===== src/rtl/muldiv_unit_if.sv =====
// Bundle between the register-bank read ports, the multiply/divide unit and
// the write-back arbiter.
interface muldiv_unit_if;
  // Request side: start is taken in a cycle where busy=0 (or on the DONE
  // handoff edge with wb_ready=1); otherwise it is dropped, never queued.
  // Result side: valid/ready. Once wb_valid rises, wb_index and wb_data stay
  // stable until the edge where wb_valid=1 and wb_ready=1. flush in that same
  // cycle cancels the transfer. wb_ready has no effect while wb_valid=0.
  logic        start;
  logic [1:0]  op;
  logic [31:0] a;
  logic [31:0] b;
  logic [3:0]  dest;
  logic        flush;
  logic        busy;
  logic        wb_valid;
  logic [3:0]  wb_index;
  logic [31:0] wb_data;
  logic        wb_ready;
  logic [1:0]  state_dbg;

  modport master (
    output start, op, a, b, dest, flush, wb_ready,
    input  busy, wb_valid, wb_index, wb_data, state_dbg
  );

  modport slave (
    input  start, op, a, b, dest, flush, wb_ready,
    output busy, wb_valid, wb_index, wb_data, state_dbg
  );
endinterface


===== src/rtl/muldiv_unit.sv =====
// Iterative 32-bit unsigned multiply/divide unit: 32 iterations per operation,
// with the result handed to the write-back arbiter over a valid/ready port.
module muldiv_unit (
  input  logic          clk,
  input  logic          rst_async,
  muldiv_unit_if.slave  bus
);

  typedef enum logic [1:0] {
    S_IDLE = 2'd0,
    S_RUN  = 2'd1,
    S_DONE = 2'd2
  } state_t;

  state_t      state, state_next;
  logic [5:0]  cnt;
  logic [1:0]  op_q;
  logic [31:0] opnd_q;
  logic [32:0] hi_q;
  logic [31:0] lo_q;
  logic        busy_q, valid_q;
  logic [3:0]  index_q;
  logic [31:0] data_q;

  logic        accept;
  logic        last_iter;
  logic [32:0] mul_sum;
  logic [32:0] div_shift;
  logic [32:0] div_diff;
  logic        div_ge;
  logic [32:0] hi_step;
  logic [31:0] lo_step;
  logic [31:0] result;

  assign last_iter = (cnt == 6'd1);

  always_ff @(posedge clk or posedge rst_async) begin
    if (rst_async) state <= S_IDLE;
    else           state <= state_next;
  end

  always_comb begin
    state_next = state;
    accept     = 1'b0;
    case (state)
      S_IDLE: begin
        if (bus.start) begin
          accept     = 1'b1;
          state_next = S_RUN;
        end
      end
      S_RUN: begin
        if (last_iter) state_next = S_DONE;
      end
      S_DONE: begin
        if (bus.wb_ready) begin
          accept     = bus.start;
          state_next = bus.start ? S_RUN : S_IDLE;
        end
      end
      default: state_next = S_IDLE;
    endcase
    // Flush beats both a new start and a handshake in the same cycle.
    if (bus.flush) begin
      accept     = 1'b0;
      state_next = S_IDLE;
    end
  end

  // hi_q/lo_q form one 65-bit working register. Multiply: hi accumulates the
  // partial product while lo shifts the multiplier out LSB-first and product
  // bits in from the top. Divide: hi is the partial remainder, lo shifts the
  // dividend out MSB-first and quotient bits in from the bottom.
  always_comb begin
    mul_sum   = hi_q + (lo_q[0] ? {1'b0, opnd_q} : 33'd0);
    div_shift = {hi_q[31:0], lo_q[31]};
    div_diff  = div_shift - {1'b0, opnd_q};
    div_ge    = (div_shift >= {1'b0, opnd_q});
    if (op_q[1]) begin
      hi_step = div_ge ? div_diff : div_shift;
      lo_step = {lo_q[30:0], div_ge};
    end else begin
      hi_step = {1'b0, mul_sum[32:1]};
      lo_step = {mul_sum[0], lo_q[31:1]};
    end
    case (op_q)
      2'd0:    result = lo_step;
      2'd1:    result = hi_step[31:0];
      2'd2:    result = lo_step;
      default: result = hi_step[31:0];
    endcase
  end

  // A zero divisor needs no special case: every trial subtraction succeeds,
  // so the quotient fills with ones and the remainder ends up equal to a.
  always_ff @(posedge clk or posedge rst_async) begin
    if (rst_async) begin
      cnt     <= 6'd0;
      op_q    <= 2'd0;
      opnd_q  <= 32'd0;
      hi_q    <= 33'd0;
      lo_q    <= 32'd0;
      busy_q  <= 1'b0;
      valid_q <= 1'b0;
      index_q <= 4'd0;
      data_q  <= 32'd0;
    end else begin
      busy_q  <= (state_next != S_IDLE);
      valid_q <= (state_next == S_DONE);
      if (bus.flush) begin
        cnt <= 6'd0;
      end else if (accept) begin
        cnt     <= 6'd32;
        op_q    <= bus.op;
        opnd_q  <= bus.op[1] ? bus.b : bus.a;
        lo_q    <= bus.op[1] ? bus.a : bus.b;
        hi_q    <= 33'd0;
        index_q <= bus.dest;
      end else if (state == S_RUN) begin
        cnt  <= cnt - 6'd1;
        hi_q <= hi_step;
        lo_q <= lo_step;
        if (last_iter) data_q <= result;
      end
    end
  end

  assign bus.busy      = busy_q;
  assign bus.wb_valid  = valid_q;
  assign bus.wb_index  = index_q;
  assign bus.wb_data   = data_q;
  assign bus.state_dbg = state;

endmodule


===== src/flat_wrapper.sv =====
// flat-port wrapper written by rule: the top's interface ports become plain ports
module muldiv_unit_flat 
  (clk, rst_async, bus_start, bus_op, bus_a, bus_b, bus_dest, bus_flush, bus_wb_ready, bus_busy, bus_wb_valid, bus_wb_index, bus_wb_data, bus_state_dbg);
  muldiv_unit_if bus_i ();
  input  logic clk;
  input  logic rst_async;
  input wire logic [$bits(bus_i.start)-1:0] bus_start;
  input wire logic [$bits(bus_i.op)-1:0] bus_op;
  input wire logic [$bits(bus_i.a)-1:0] bus_a;
  input wire logic [$bits(bus_i.b)-1:0] bus_b;
  input wire logic [$bits(bus_i.dest)-1:0] bus_dest;
  input wire logic [$bits(bus_i.flush)-1:0] bus_flush;
  input wire logic [$bits(bus_i.wb_ready)-1:0] bus_wb_ready;
  output wire logic [$bits(bus_i.busy)-1:0] bus_busy;
  output wire logic [$bits(bus_i.wb_valid)-1:0] bus_wb_valid;
  output wire logic [$bits(bus_i.wb_index)-1:0] bus_wb_index;
  output wire logic [$bits(bus_i.wb_data)-1:0] bus_wb_data;
  output wire logic [$bits(bus_i.state_dbg)-1:0] bus_state_dbg;
  assign bus_i.start = bus_start;
  assign bus_i.op = bus_op;
  assign bus_i.a = bus_a;
  assign bus_i.b = bus_b;
  assign bus_i.dest = bus_dest;
  assign bus_i.flush = bus_flush;
  assign bus_i.wb_ready = bus_wb_ready;
  assign bus_busy = bus_i.busy;
  assign bus_wb_valid = bus_i.wb_valid;
  assign bus_wb_index = bus_i.wb_index;
  assign bus_wb_data = bus_i.wb_data;
  assign bus_state_dbg = bus_i.state_dbg;
  muldiv_unit u_core (.clk(clk), .rst_async(rst_async), .bus(bus_i));
endmodule

===== config.mk =====
export PLATFORM = sky130hd
export DESIGN_NAME = muldiv_unit_flat
export DESIGN_NICKNAME = d
export VERILOG_FILES = /design/src/rtl/muldiv_unit_if.sv /design/src/rtl/muldiv_unit.sv /design/src/flat_wrapper.sv
export SDC_FILE = /design/constraint.sdc
export NUM_CORES = 1
export LEC_CHECK = 0
export CAP_MARGIN = 15
export CORE_AREA = 2 2 196 198
export CTS_BUF_LIST = sky130_fd_sc_hd__clkbuf_4
export DETAILED_ROUTE_END_ITERATION = 6
export DIE_AREA = 0 0 198 200
export PLACE_DENSITY = 0.59
export SYNTH_ARGS = -nofsm -noshare
export SYNTH_HDL_FRONTEND = slang
export SYNTH_SLANG_ARGS = --single-unit

===== constraint.sdc =====
create_clock -name clk -period 9.61 [get_ports clk]
set_clock_uncertainty 0.2 [all_clocks]
set_input_delay 1.922 -clock clk [delete_from_list [all_inputs] [get_ports clk]]
set_output_delay 1.922 -clock clk [all_outputs]
set_load 0.01 [all_outputs]

==> results by group, run 1 <==
Synthesis
  • Ys async rst share: 100.0%
  • Synth area leader: dfrtp_1
  • Seq cells post-synth: about 150
  • Yosys cell types: between 80 and 90
  • Post-synth EDFFs: 0
  • Post-synth net total: 1438
  • Synth top area share: between 30% and 40%
  • Main synth FF type: dfrtp_1
  • Cells after Synth: between 1000 and 1500
  • Avg Cell Area, Syn: roughly 8.6 sq um
  • Leading post-synthesis cells by cell area: dfrtp_1 (33%), mux2i_1 (10%), ha_1 (7.4%)
  • Area of the mapped netlist: approximately 0.011 sq mm
  • Seq/Total Area, Yosys: between 30% and 40%
  • Yosys Warn Count: 0

STA
  • Final setup viols: 0
  • Slew @ Worst Pin: approximately 1.1 ns
  • Fin. max-slew vios: 0
  • Final hold viol count: 0
  • Setup TNS: 0 ns
  • Final min period: approximately 4.6 ns
  • Slew Limit Headroom: 29.57%
  • Period utilization: approximately 48%
  • Fmax: 217.5 MHz
  • RSZ-0062 raised after global routing: false

Final layout
  • Post-layout util: about a third
  • Finished Layout Cells: 1884
  • Nets: around 1500
  • Layout area overhead: 15.40%
  • Layout cells sized above 1: between 6 and 7%
  • Final instance area: 0.01287 sq mm

Global routing
  • First-pass GRT wire length: 52040 um
  • Global route total overflow: 0
  • Largest net degree at the start of global routing: 90
  • Number of global-route vias before repair: 9460
  • Overall routing resource usage: between 10% and 20%
  • Antenna violations before repair: 1

Run status
  • Status: complete, no violations

Critical path
  • Crit start category: flip-flop
  • Buf/Inv on CP: 2
  • Crit path DAT: roughly 5.0 ns
  • R2r startpoint: u_core.lo_q[31]
  • R2R setup slack: ~5 ns
  • Peak fanout along the critical path: 4
  • Worst Path Required: about 10 ns
  • CP endpoint kind: flip-flop
  • Worst path cell trace: inv_1, ha_1, inv_1, fa_1, a211oi_1, o21ai_0, nand4b_1, a31oi_1, o31a_1, a31oi_1, o21ai_0, xnor2_1, mux2i_1, mux4_2, o21ai_2
  • Path depth of the worst reg2reg path: 15
  • Largest stage delay, worst path: about 0.53 ns
  • Reg2Reg Capture Point: u_core.bus.wb_data[30]
  • Crit-path leading delay family: compound AO/OA/AOI/OAI gates
  • Setup CP Type: flip-flop to flip-flop
  • CP max-delay cell: dfrtp_1

Die
  • # rows: a little over 70
  • Core area: about 0.037 sq mm
  • Die Area: a little under 0.04 sq mm
  • Die H: roughly 200 um
  • Starting Density: 29.83%
  • Die width: approximately 200 um
  • Boundary Pins: between 100 and 150

CTS
  • TritonCTS Sinks: around 150
  • Post-CTS setup buffer count: 0
  • Cts bufs inserted: 17
  • Worst-Skew Late Latency: just over 0.6 ns
  • Root buf cell: clkbuf_4
  • H-tree Lvls: 4
  • Clock Path Buffers: 2
  • # hold bufs at CTS: 0
  • Reg clk slew, reported paths: between 0.15 and 0.2 ns
  • Post-cts sizing count: 0
  • TritonCTS clock tree: done

Routing
  • DR pass1 iterations: 5
  • Total number of vias: a little under 10000
  • Iter 0 DRT Violations: between 600 and 700
  • WL/cell: ~17 um
  • Drt drc: 0
  • Vias per cell: 5.229
  • Final wirelength: 32620 um
  • Post-route ant nets: 0

Placed design
  • Placed Instance Area: around 0.013 sq mm
  • IO buf count: 114
  • Post-DP HPWL: between 20000 and 25000 um
  • Dpl cells: 1851
  • Placer congestion estimate: between 0.9 and 1

Worst hold path
  • Worst Hold End: u_core.bus.wb_index[0]
  • Hold crit path type: flip-flop to flip-flop
  • Hold path depth: 2
  • HP Start: u_core.bus.wb_index[0]

Power
  • LEAKAGE: 5.761 nW
  • Worst vdd ir: 0.1186 mV
  • Pwr Density: 300.1 mW/mm^2

Job
  • Max Cap Viol: 0
==> worst max path at each step <==
stage,from,to,slack (ns),cells past startpoint
after detailed placement,bus_flush,u_core.lo_q[20],4.74,6
after floorplan,rst_async,u_core.bus.busy,3.59,1
after CTS,u_core.lo_q[31],u_core.bus.wb_data[30],5.00,15
final,u_core.lo_q[31],u_core.bus.wb_data[30],5.01,15
after global placement,bus_flush,u_core.lo_q[20],4.78,6
after global routing,u_core.lo_q[31],u_core.bus.wb_data[30],4.65,15
==> cells in the mapped netlist, drive strengths merged (7+ instances only) <==
cell type / n
a21oi: 109
xnor2: 37
xor2: 25
o211ai: 8
o21bai: 7
nor3: 31
inv: 50
and2: 38
mux2: 8
a21o: 40
clkbuf: 65
nand2: 118
dfrtp: 145
a31oi: 15
nand3: 43
ha: 66
nand4: 10
buf: 9
a221oi: 23
nor2: 85
o221ai: 10
mux2i: 115
a211oi: 12
o21ai: 128
nor2b: 9
or2: 7
==> report_power, final <==
part | leakage (nW) | switching [mW] | total, mW | internal (mW)
clock network | 0.126 | 0.266 | 0.376 | 0.109
registers | 1.83 | 0.236 | 1.04 | 0.809
logic | 3.80 | 1.40 | 2.44 | 1.05
total | 5.76 | 1.90 | 3.86 | 1.97
==> metal layers <==
metal  routed length [um]  share of wire, %  up-vias  global-route usage (%)
met5                    0                 0        -                       0
met4                  618               1.9        0                   4.901
met3                 1816               5.6       28                   2.419
met2                14750                45      295                   26.75
met1                15440                47     4691                   23.24
li1                     -                 -     4838                       -
==> final cells by class <==
class / instances / area [sq um]
inverters: 51 / 196.4
well taps: 511 / 639.4
diodes: 1 / 2.502
clock inverters: 15 / 126.4
flip-flops and latches: 145 / 3632
fillers: 3930 / 24520
repair buffers: 124 / 1214
clock buffers: 17 / 127.6
multi-input cells: 1020 / 6937
==> placed cells by master (no fill, tap or decap), types with 13 or more instances in the layout <==
master           synthesis  layout
dfrtp_1                145     144
o21ai_0                123     123
nand2_1                118     117
mux2i_1                115     115
clkdlybuf4s50_1          0     113
a21oi_1                108     108
nor2_1                  84      82
ha_1                    66      66
inv_1                   50      49
nand3_1                 43      43
xnor2_1                 37      37
and2_1                  37      37
a21o_1                  34      34
nor3_1                  31      31
xor2_1                  25      25
a221oi_1                22      22
clkbuf_4                 0      17
a31oi_1                 13      13
==> cells by family after synthesis <==
kind of cell | synth area share, %
AOI/OAI and AO/OA | 22.05
xor gates and xnor gates | 4.867
adders and majority gates | 7.760
buffers and inverters | 5.416
DFF | 32.52
muxes | 11.53
and+or+nand+nor | 15.86
==> sequential cells by signal, indices dropped and copies added, names as in the netlist <==
signal,count
u_core.bus.busy,1
u_core.bus.state_dbg,2
u_core.bus.wb_data,32
u_core.bus.wb_index,4
u_core.bus.wb_valid,1
u_core.cnt,6
u_core.hi_q,33
u_core.lo_q,32
u_core.op_q,2
u_core.opnd_q,32
==> worst reg2reg max path, stage by stage (launching register included) <==
cell and delay (ns):
dfrtp_1 0.53, inv_1 0.25, ha_1 0.20, inv_1 0.06, fa_1 0.47, a211oi_1 0.24, o21ai_0 0.23, nand4b_1 0.18
a31oi_1 0.14, o31a_1 0.33, a31oi_1 0.49, o21ai_0 0.20, xnor2_1 0.22, mux2i_1 0.15, mux4_2 0.53, o21ai_2 0.12
==> per-stage QoR <==
stage                     hold slack [ns]  setup WS (ns)  power (mW)
after global placement             0.2612          4.778       3.453
after CTS                          0.3024          5.000       3.864
after global routing               0.3225          4.648       4.199
final                              0.3000          5.012       3.864
after detailed placement           0.2661          4.741       3.470
after floorplan                    0.2632          3.593       2.821
Power figures use the tool's default switching activity.
==> run 2, diff against run 1 <==
- PLACE_DENSITY: 0.59 -> 0.61
- clock period: 9.61 -> 3.9 ns (I/O delays scaled with it)
==> results by group, run 2 (synthesis results as in run 1) <==
Routing
  • WL/cell: 17.60 um
  • Post-route ant nets: 0
  • DR pass1 iterations: 4
  • Total number of vias: around 10000
  • Iter 0 DRT Violations: between 500 and 600
  • Final wirelength: about 34000 um
  • Vias per cell: 5.226
  • Drt drc: 0

CTS
  • TritonCTS clock tree: done
  • Clock Path Buffers: 2
  • Worst-Skew Late Latency: about 0.6 ns
  • Root buf cell: clkbuf_4
  • Cts bufs inserted: 17
  • TritonCTS Sinks: around 150
  • # hold bufs at CTS: 0
  • Reg clk slew, reported paths: about 0.14 ns
  • H-tree Lvls: 4

Critical path
  • CP endpoint kind: flip-flop
  • Worst Path Required: 4.22 ns
  • Peak fanout along the critical path: 6
  • Crit start category: flip-flop
  • R2r startpoint: u_core.lo_q[0]
  • Worst Setup SP: u_core.lo_q[0]
  • Crit path DAT: about 4.2 ns
  • Setup CP Type: flip-flop to flip-flop

Power
  • Worst vdd ir: between 0.4 and 0.5 mV
  • Pwr Density: ~760 mW/mm^2
  • LEAKAGE: 6.176 nW
  • Pint: 5.583 mW
  • Psw: 4.885 mW
  • Part of the power in registers: 24.5%
  • Part of the power in combinational logic: around two thirds
  • Clock power share: about a tenth
  • Switching Share: between 40% and 50%

Global routing
  • Number of global-route vias before repair: around 10000
  • First-pass GRT wire length: around 54000 um
  • Overall routing resource usage: roughly 17%
  • Largest net degree at the start of global routing: 80
  • Global route total overflow: 0
  • Antenna violations before repair: 1

Placed design
  • Placer congestion estimate: 0.9026
  • Dpl cells: 1905
  • IO buf count: around 110
  • Post-DP HPWL: between 20000 and 30000 um

Die
  • # rows: ~70
  • Starting Density: approximately 30%
  • Die width: just under 200 um
  • Die H: roughly 200 um
  • Core area: 0.03740 sq mm
  • Boundary Pins: ~120
  • Die Area: just under 0.04 sq mm

Final layout
  • Post-layout util: a little under two fifths
  • Max reg flops: 33
  • Layout area overhead: 23.18%
  • Largest Register: u_core.hi_q
  • Most common cell after layout, fill and taps aside: dfrtp_1
  • Layout cells sized above 1: about an eighth
  • Finished Layout Cells: roughly 2000
  • Nets: roughly 1600
  • Commonest cells after routing, fill and taps aside: dfrtp_1 (144), o21ai_0 (121), nand2_1 (117)
  • Fill cell count: between 3000 and 4000

STA
  • Final min period: around 3.9 ns
  • Fin. max-slew vios: 0
  • Slew @ Worst Pin: about 0.93 ns
  • RSZ-0062 raised after global routing: true
  • Fmax: roughly 260 MHz
  • Period utilization: 98.82%
  • Slew Limit Headroom: 37.60%
  • Final setup viols: 0
  • Final hold viol count: 0

Run status
  • Status: complete, no violations

Job
  • Max Cap Viol: 0

Worst hold path
  • HP Start: u_core.bus.wb_index[0]
  • Hold crit path type: flip-flop to flip-flop
## run 2: power groups by stage
stage               clock (mW)  sequential (mW)  combinational, mW
floorplan                    0             2.41               4.54
global placement             0             2.56               6.33
detailed placement           0             2.56               6.37
CTS                       1.16             2.54               6.42
global route              1.21             2.63               7.50
finish                    1.12             2.57               6.78
## run 2: layout make-up
| type | count | area [sq um] | share of cell area [%] |
|---|---|---|---|
| clock buffer | 18 | 135.1 | 0.9832 |
| antenna | 1 | 2.502 | 0.01821 |
| sequential | 145 | 3632 | 26.43 |
| tap | 511 | 639.4 | 4.652 |
| timing repair buffer | 186 | 1797 | 13.07 |
| multi-input combinational | 1020 | 7157 | 52.08 |
| clock inverter | 13 | 185.2 | 1.347 |
| inverter | 51 | 195.2 | 1.420 |
## run 2: routing by layer
layer / GRT usage, % / part of all wire (%)
met4: 6.099 / 2.8
met3: 2.470 / 4.3
met1: 24.22 / 48
met2: 27.52 / 45
met5: 0 / 0
## run 2: final timing paths
path | endpoint | slack [ns] | cells past startpoint
worst max-delay path | u_core.bus.wb_data[30] | 0.05 | 15
worst min-delay path | u_core.bus.wb_index[0] | 0.30 | 2
worst max register to register | u_core.bus.wb_data[30] | 0.05 | 15
worst min register to register | u_core.bus.wb_index[0] | 0.30 | 2
max in group asynchronous | u_core.lo_q[12] | 2.20 | 3
min in group asynchronous | u_core.hi_q[23] | 0.48 | 2
## run 2: critical path, stage by stage, from the launching register on
cell and delay (ns):
dfrtp_1 0.45, buf_6 0.16, and2_4 0.16, ha_4 0.26, buf_6 0.10, o211ai_4 0.08
o211ai_2 0.23, a41o_2 0.28, a31oi_4 0.10, or4_4 0.52, nand3_2 0.09, a41o_1 0.25
a221oi_2 0.10, xor2_1 0.18, mux4_2 0.48, o21ai_2 0.13
## run 2: stage by stage
stage               setup slack [ns]  total power [mW]  TNS (ns)  hold WS (ns)  instance area, sq um
finish                       0.04600             10.47         0        0.3005                 13740
global route                -0.02900             11.33  -0.05722        0.3280                 13740
CTS                         0.008696             10.11         0        0.3038                 13440
detailed placement           -0.1016             8.933   -0.7546        0.2608                 13110
global placement            -0.09766             8.896   -0.5902        0.2630                 13110
floorplan                     0.2900             6.951         0        0.2632                 11160
## run 2: what timing repair did
action,in CTS,in global routing
gates cloned,0,2
endpoints found under the setup margin,24,46
resized for setup,3,41
setup buffers,0,6
pin swaps,0,17
